--- src/rtl/irq_encoder_8_3_if.sv ---
// Request/mask/handshake bundle for irq_encoder_8_3.
// The encoder takes the slave modport; event sources and the consumer share the master side.
interface irq_encoder_8_3_if;
  logic [7:0] d;
  logic       mask_we;
  logic [7:0] mask_in;
  logic       ready;
  logic [2:0] s;
  logic       valid;
  logic [7:0] pending;
  logic [7:0] mask;

  modport master (
    output d, mask_we, mask_in, ready,
    input  s, valid, pending, mask
  );

  modport slave (
    input  d, mask_we, mask_in, ready,
    output s, valid, pending, mask
  );
endinterface

--- src/rtl/irq_encoder_8_3.sv ---
// Sequential 8-to-3 priority encoder: sticky pending register, mask, and a
// registered valid/ready output stage presenting the lowest eligible index first.
module irq_encoder_8_3 #(
  parameter logic [7:0] MASK_RESET = 8'h00
) (
  input logic              clk,
  input logic              rst,
  irq_encoder_8_3_if.slave bus
);

  logic [7:0] r_pending;
  logic [7:0] r_mask;
  logic [2:0] r_s;
  logic       r_valid;

  logic       w_acc;
  logic       w_load;
  logic [7:0] w_clr;
  logic [7:0] w_elig;

  // Bit 0 has the highest priority.
  function automatic logic [2:0] f_lowest_idx(input logic [7:0] vec);
    logic [2:0] idx;
    casez (vec)
      8'b???????1: idx = 3'd0;
      8'b??????10: idx = 3'd1;
      8'b?????100: idx = 3'd2;
      8'b????1000: idx = 3'd3;
      8'b???10000: idx = 3'd4;
      8'b??100000: idx = 3'd5;
      8'b?1000000: idx = 3'd6;
      8'b10000000: idx = 3'd7;
      default:     idx = 3'd0;
    endcase
    return idx;
  endfunction

  // Accept decode, clear vector and eligibility.
  always_comb begin
    w_acc = r_valid & bus.ready;
    if (w_acc) begin
      w_clr = 8'h01 << r_s;
    end else begin
      w_clr = 8'h00;
    end
    w_elig = r_pending & ~w_clr & ~r_mask;
    w_load = ~r_valid | w_acc;
  end

  // Pending and mask registers; a new request on a bit being cleared wins.
  always_ff @(posedge clk) begin
    if (rst) begin
      r_pending <= 8'h00;
      r_mask    <= MASK_RESET;
    end else begin
      r_pending <= (r_pending & ~w_clr) | bus.d;
      if (bus.mask_we) begin
        r_mask <= bus.mask_in;
      end
    end
  end

  // Output stage: frozen while a presented index waits for ready.
  always_ff @(posedge clk) begin
    if (rst) begin
      r_valid <= 1'b0;
      r_s     <= 3'd0;
    end else if (w_load) begin
      r_valid <= |w_elig;
      r_s     <= f_lowest_idx(w_elig);
    end
  end

  assign bus.s       = r_s;
  assign bus.valid   = r_valid;
  assign bus.pending = r_pending;
  assign bus.mask    = r_mask;

endmodule

--- src/flat_wrapper.sv ---
// flat-port wrapper written by rule: the top's interface ports become plain ports
module irq_encoder_8_3_flat 
#(
  parameter logic [7:0] MASK_RESET = 8'h00
)
  (clk, rst, bus_d, bus_mask_we, bus_mask_in, bus_ready, bus_s, bus_valid, bus_pending, bus_mask);
  irq_encoder_8_3_if bus_i ();
  input logic clk;
  input logic rst;
  input wire logic [$bits(bus_i.d)-1:0] bus_d;
  input wire logic [$bits(bus_i.mask_we)-1:0] bus_mask_we;
  input wire logic [$bits(bus_i.mask_in)-1:0] bus_mask_in;
  input wire logic [$bits(bus_i.ready)-1:0] bus_ready;
  output wire logic [$bits(bus_i.s)-1:0] bus_s;
  output wire logic [$bits(bus_i.valid)-1:0] bus_valid;
  output wire logic [$bits(bus_i.pending)-1:0] bus_pending;
  output wire logic [$bits(bus_i.mask)-1:0] bus_mask;
  assign bus_i.d = bus_d;
  assign bus_i.mask_we = bus_mask_we;
  assign bus_i.mask_in = bus_mask_in;
  assign bus_i.ready = bus_ready;
  assign bus_s = bus_i.s;
  assign bus_valid = bus_i.valid;
  assign bus_pending = bus_i.pending;
  assign bus_mask = bus_i.mask;
  irq_encoder_8_3 #(.MASK_RESET(MASK_RESET)) u_core (.clk(clk), .rst(rst), .bus(bus_i));
endmodule
--- config.mk ---
export PLATFORM = sky130hd
export DESIGN_NAME = irq_encoder_8_3_flat
export DESIGN_NICKNAME = d
export VERILOG_FILES = /design/src/rtl/irq_encoder_8_3_if.sv /design/src/rtl/irq_encoder_8_3.sv /design/src/flat_wrapper.sv
export SDC_FILE = /design/constraint.sdc
export NUM_CORES = 1
export LEC_CHECK = 0
export ABC_AREA = 1
export ABC_CLOCK_PERIOD_IN_PS = 1430
export BUFFER_PORTS_ARGS = -buffer_cell sky130_fd_sc_hd__buf_2
export CAP_MARGIN = 20
export CELL_PAD_IN_SITES_DETAIL_PLACEMENT = 1
export CELL_PAD_IN_SITES_GLOBAL_PLACEMENT = 1
export CORE_MARGIN = 5
export CORE_UTILIZATION = 29
export DETAILED_ROUTE_END_ITERATION = 7
export PLACE_DENSITY_LB_ADDON = 0.25
export SYNTH_ARGS = -nofsm -noshare
export SYNTH_HDL_FRONTEND = slang
export SYNTH_SLANG_ARGS = --single-unit
--- constraint.sdc ---
create_clock -name clk -period 1.43 [get_ports clk]
set_clock_uncertainty 0.2 [all_clocks]
set_input_delay 0.286 -clock clk [delete_from_list [all_inputs] [get_ports clk]]
set_output_delay 0.286 -clock clk [all_outputs]
set_load 0.1 [all_outputs]
==> results of run 1 <==
[per-layer routing]
metal	wire length, um	vias to the layer above
li1	-	571
met1	1660	587
met2	2460	26
met3	152	6
met4	59	0
met5	0	-
[flip-flops by register name, summed over array words and instances, names as in the netlist]
register and cells:
u_core.bus.mask 8, u_core.bus.pending 8, u_core.bus.s 3, u_core.bus.valid 1
[logic make-up (layout without fill, tap and decap cells)]
family | count (synthesis) | count (layout)
AND/OR/NAND/NOR | 59 | 59
AO/OA/AOI/OAI | 30 | 30
buffers and inverters | 27 | 98
flip-flops | 20 | 20
[what timing repair did]
action | in CTS | in global routing
pin swaps | 13 | 17
buffers inserted | 4 | 5
cloned | 0 | 0
hold endpoints to repair | 7 | 0
hold buffers | 7 | 0
endpoints found under the setup margin | 8 | 20
gates resized for setup | 22 | 22
[stage by stage]
stage               instances  total power [mW]
floorplan                 136              1.16
global placement          235              1.46
detailed placement        235              1.48
CTS                       250              2.04
global route              253              2.16
finish                    253              2.07
[report_power, final]
group	switching [mW]	total [mW]	internal, mW
registers	0.0752	0.679	0.604
logic	0.560	0.915	0.355
clock network	0.197	0.481	0.284
[layout by cell type (no fill, tap or decap)]
master	netlist	layout
nand2_2	9	7
dfxtp_2	0	7
a21oi_1	15	9
nand3_1	4	1
buf_2	0	19
o21ai_1	1	1
nand2_1	12	10
clkbuf_4	0	3
nand4_1	1	1
buf_6	0	10
nand3_2	5	6
inv_1	23	22
nor2_1	21	18
dlygate4sd3_1	0	7
o21bai_4	0	1
buf_4	0	14
nor2_4	3	4
buf_12	0	20
a21oi_2	1	6
bufinv_16	0	1
inv_2	1	2
o21ai_0	11	11
a21oi_4	0	1
nand2_4	1	5
nand3_4	0	2
o21bai_2	1	1
nor2_2	1	3
nand3b_4	1	2
dfxtp_4	0	13
[worst max-delay path, cell delays in order, from the launching register on]
cell and delay [ps]:
dfxtp_4 420, inv_1 70, nor2_2 150, nand2_2 110, nand3b_4 120, nand2_4 70, nor2_4 140, nand2_1 70
nand4_1 90, nand2_1 70, inv_1 50
[area by class of cell]
type	instances	area, um^2	area share
timing repair buffer	70	783	0.380
multi-input combinational	89	619	0.301
sequential	20	458	0.222
inverter	24	90.1	0.0437
tap	46	57.6	0.0279
clock inverter	1	30.0	0.0146
clock buffer	3	22.5	0.0109
[path summary, 6_finish.rpt]
| kind | slack, ps | cells past startpoint | start | to |
|---|---|---|---|---|
| setup / recovery | -190 | 10 | u_core.bus.s[0]$_SDFFE_PP0P_ | u_core.bus.s[0]$_SDFFE_PP0P_ |
| hold / removal | 3 | 3 | bus_mask_in[4] | u_core.bus.mask[4]$_SDFFE_PP0P_ |
| setup reg to reg | -190 | 10 | u_core.bus.s[0]$_SDFFE_PP0P_ | u_core.bus.s[0]$_SDFFE_PP0P_ |
| hold reg to reg | 330 | 2 | u_core.bus.mask[3]$_SDFFE_PP0P_ | u_core.bus.mask[3]$_SDFFE_PP0P_ |
==> results_dict.tcl, run 1 <==
set metrics [dict create \
    outcome "complete, but fails checks" \
    violations "negative setup slack" \
    maxCapViolCount 0 \
    worst_pin_slew_ps 358 \
    slew_viol_final 0 \
    start_util 0.301 \
    muxShareOfSynthArea 0 \
    antenna_found_initial 0 \
    max_freq_ghz 0.616 \
    synthArstFlopShare 0 \
    utilization 0.618 \
    hp-class "in2reg" \
    whs_ps 2.56 \
    finalSetupTns_ps -1100 \
    fin_nets 228 \
    seq_area_frac_synth 0.399 \
    netlist_area_um2 1000 \
    final_antenna_net_count 0 \
    synth_area_leaders "dfxtp_1 40%, inv_1 8.6%, nor2_1 7.9%, a21oi_1 7.5%, nand2_2 5.6%" \
    setup.worst_path.class "reg2reg" \
    cts_made_buffers 3 \
    top_usage_layer "met2" \
    worst_slack_ps -193 \
    maxSlewHeadroom 0.761 \
    synth_enable_flop_cells 0 \
    synth_ff_type "dfxtp_1" \
    synthTopCellsByCount "23 x inv_1, 21 x nor2_1, 20 x dfxtp_1, 15 x a21oi_1, 12 x nand2_1" \
    rsz0062_at_grt "true" \
    end_kind "flop" \
    drive_gt1_frac 0.614 \
    gp_congestion 0.793 \
    yosysMostFrequentCell "inv_1" \
    worst-path-max-fanout 6 \
    finalHoldViolCount 0 \
    first_global_vias 1338 \
    clock_sink_count 20 \
    grt.met3_usage 0.0308 \
    vdd_drop_max_v 0.000666 \
    placed_area_um2 1710 \
    chipWidth_um 68.8 \
    min_period_over_period 1.13 \
    yosysWarnings 0 \
    syn_nets 156 \
    rows 21 \
    drt-total-wl_um 4330 \
    fillers 394 \
    worstSkewPairLatency_ps 320 \
    ios 40 \
    dp_slack_ps -147 \
    synth_fa_ha_area_frac 0 \
    setup_viol 11 \
    vias 1190 \
    grtUsageMet1 0.219 \
    p_leak_nw 0.936 \
    core_um2 3340 \
    synth_top_family_by_area "simple AND/OR/NAND/NOR gates" \
    yosysUniqueCellTypes 22 \
    syn_avg_cell_area_um2 7.38 \
    vias_per_cell 4.70 \
    synth_seq_cells 20 \
    startpoint_type "flop" \
    drc_errors 0 \
    antennaDiodeCount 0 \
    use_met2 0.385 \
    synth_top_area_cell "dfxtp_1" \
    synthCells 136 \
    power_density_nw_per_um2 1010 \
    grt_pass1_wl_um 6690 \
    syn2layout_area_growth_pct 105 \
    cts_tree "yes" \
    arrival_ps 1690 \
    synth-compound-area-share 0.162 \
    die-area_um2 4740 \
    cts.path.max_buffers 2 \
    synth_xor_area_frac 0 \
    drt_iter0_markers 38 \
    grt_usage 0.195 \
    place_hpwl_um 2680 \
    wl_per_cell_um 17.1 \
    required_ps 1500 \
    synthSimpleGateAreaFrac 0.338 \
    h-tree-depth 1 \
    design_area_um2 2060 \
    clockRootBuffer "clkbuf_4" \
    portBuffers 39 \
    die_h_um 68.8 \
    yosysTopAreaCellShare 0.399 \
    cts.clk_slew.worst_paths_ps 120 \
    grt_max_degree 13 \
    period_needed_ps 1620 \
    grt.overflow.total 0 \
    drt_pass1_iterations 4 \
]
Note: power is estimated with default switching activity, not from simulation.
==> inputs of run 2 (changes only) <==
PLACE_DENSITY_LB_ADDON = 0.12   (was 0.25)
SKIP_CTS_REPAIR_TIMING = 1   (was default)
==> run 2 against run 1 <==
  * Die area is the same
  * The run ends with negative hold slack, negative setup slack left
  * Core utilization decreased by 4.6 points
  * Largest cell class unchanged
  * Combinational power shrank 7.7%
  * First-iteration DRC count down 76%
  * Wire length down 19%
  * Largest power group unchanged
==> results_dict.tcl, run 2 (synthesized netlist as in run 1, its figures left out) <==
set metrics [dict create \
    outcome "complete, but fails checks" \
    violations "negative hold slack, negative setup slack" \
    finalSetupTns_ps -644 \
    final_cells 244 \
    final_antenna_net_count 0 \
    vdd_drop_max_v 0.000470 \
    period_needed_ps 1560 \
    setup_viol 9 \
    grt.overflow.total 0 \
    whs_path_depth 3 \
    grt_usage 0.161 \
    crit_slowest_cell "dfxtp_4" \
    setup.worst_path.class "reg2reg" \
    startpoint_type "flop" \
    drt_iter0_markers 9 \
    whs_endpoint "u_core.bus.pending[6]$_SDFF_PP0_" \
    clock_sink_count 20 \
    start_util 0.301 \
    reg2regPathDepth 10 \
    gp_congestion 0.833 \
    cts_made_buffers 3 \
    antenna_found_initial 0 \
    worstSkewPairLatency_ps 310 \
    syn2layout_area_growth_pct 89.9 \
    core_um2 3340 \
    maxSlewHeadroom 0.740 \
    final_common_cell "inv_1" \
    grt_max_degree 13 \
    dp_cells 232 \
    arrival_ps 1630 \
    wl_per_cell_um 14.4 \
    drc_errors 0 \
    crit_path_cell_trace "nand2_4 > nor2_4 > nand2_2 > nand3_2 > nand2_4 > nor2_4 > nand2_1 > nand4_1 > nand2_1 > inv_1" \
    design_area_um2 1910 \
    worstReg2RegEnd "u_core.bus.s[0]$_SDFFE_PP0P_" \
    place_hpwl_um 2830 \
    r2r_slack_ps -130 \
    maxCapViolCount 0 \
    end_kind "flop" \
    multi_input_area_um2 573 \
    cts.path.max_buffers 2 \
    finalHoldViolCount 1 \
    max_freq_ghz 0.641 \
    fillers 405 \
    power_density_nw_per_um2 1020 \
    antennaDiodeCount 0 \
    first_global_vias 1254 \
    vias_per_cell 4.67 \
    fin_nets 219 \
    placed_area_um2 1690 \
    final_cell_mix "22 x inv_1, 20 x buf_12, 19 x buf_2" \
    rsz0062_at_grt "true" \
    drt_pass1_iterations 4 \
    whs_ps -15.1 \
    rows 21 \
    clockRootBuffer "clkbuf_4" \
    hold_start "bus_d[6]" \
    drive_gt1_frac 0.571 \
    slew_viol_final 0 \
    chipWidth_um 68.8 \
    p_leak_nw 0.869 \
    hp-class "in2reg" \
    seq_area_um2 448 \
    worst_slack_ps -131 \
    die-area_um2 4740 \
    worst-path-max-fanout 4 \
    min_period_over_period 1.09 \
    drt-total-wl_um 3500 \
    power_mw 1.94 \
    required_ps 1500 \
    cts.clk_slew.worst_paths_ps 130 \
    crit_family "simple AND/OR/NAND/NOR gates" \
    crit_cells 10 \
    cts_tree "yes" \
    die_h_um 68.8 \
    h-tree-depth 1 \
    rr_startpoint "u_core.bus.valid$_SDFFE_PP0P_" \
    critPathBufInv 1 \
    ios 40 \
    portBuffers 39 \
    max_stage_delay_ps 380 \
    worst_pin_slew_ps 389 \
    grt_pass1_wl_um 5580 \
    vias 1139 \
]
## run 2: layout make-up
class,instances,share of cell area
sequential,20,0.235
timing repair buffer,61,0.362
inverter,24,0.0473
tap,46,0.0302
multi-input combinational,89,0.301
clock buffer,4,0.0250
## run 2: worst max path at each step
stage | start | to | slack [ps]
final | u_core.bus.valid$_SDFFE_PP0P_ | u_core.bus.s[0]$_SDFFE_PP0P_ | -130
after CTS | u_core.bus.s[1]$_SDFFE_PP0P_ | u_core.bus.s[1]$_SDFFE_PP0P_ | -180
after floorplan | u_core.bus.valid$_SDFFE_PP0P_ | u_core.bus.s[1]$_SDFFE_PP0P_ | -190
after global routing | u_core.bus.valid$_SDFFE_PP0P_ | u_core.bus.valid$_SDFFE_PP0P_ | -270
after detailed placement | bus_ready | u_core.bus.s[1]$_SDFFE_PP0P_ | -170
after global placement | bus_ready | u_core.bus.s[0]$_SDFFE_PP0P_ | -100
## run 2: layer usage
layer	vias up	GRT usage	share of wire
met4	0	0.0681	0.012
met2	38	0.313	0.55
met1	543	0.161	0.37
li1	554	-	-
met3	4	0.0389	0.064
met5	-	0	0
## run 2: power by group
group	switching [mW]	internal (mW)
Clock	0.199	0.214
Sequential	0.0704	0.607
Combinational	0.524	0.321
## run 2: per-stage QoR
step | util | worst slack (ps)
global placement | 0.507 | -102
detailed placement | 0.507 | -174
floorplan | - | -192
finish | 0.571 | -131
CTS | 0.521 | -175
global route | 0.571 | -270
## run 2: worst reg2reg max path, delay by kind of cell (launching register included)
| family | cells | cell delay [ps] |
|---|---|---|
| simple gates | 9 | 890 |
| flops | 1 | 380 |
| buf+inv | 1 | 40 |
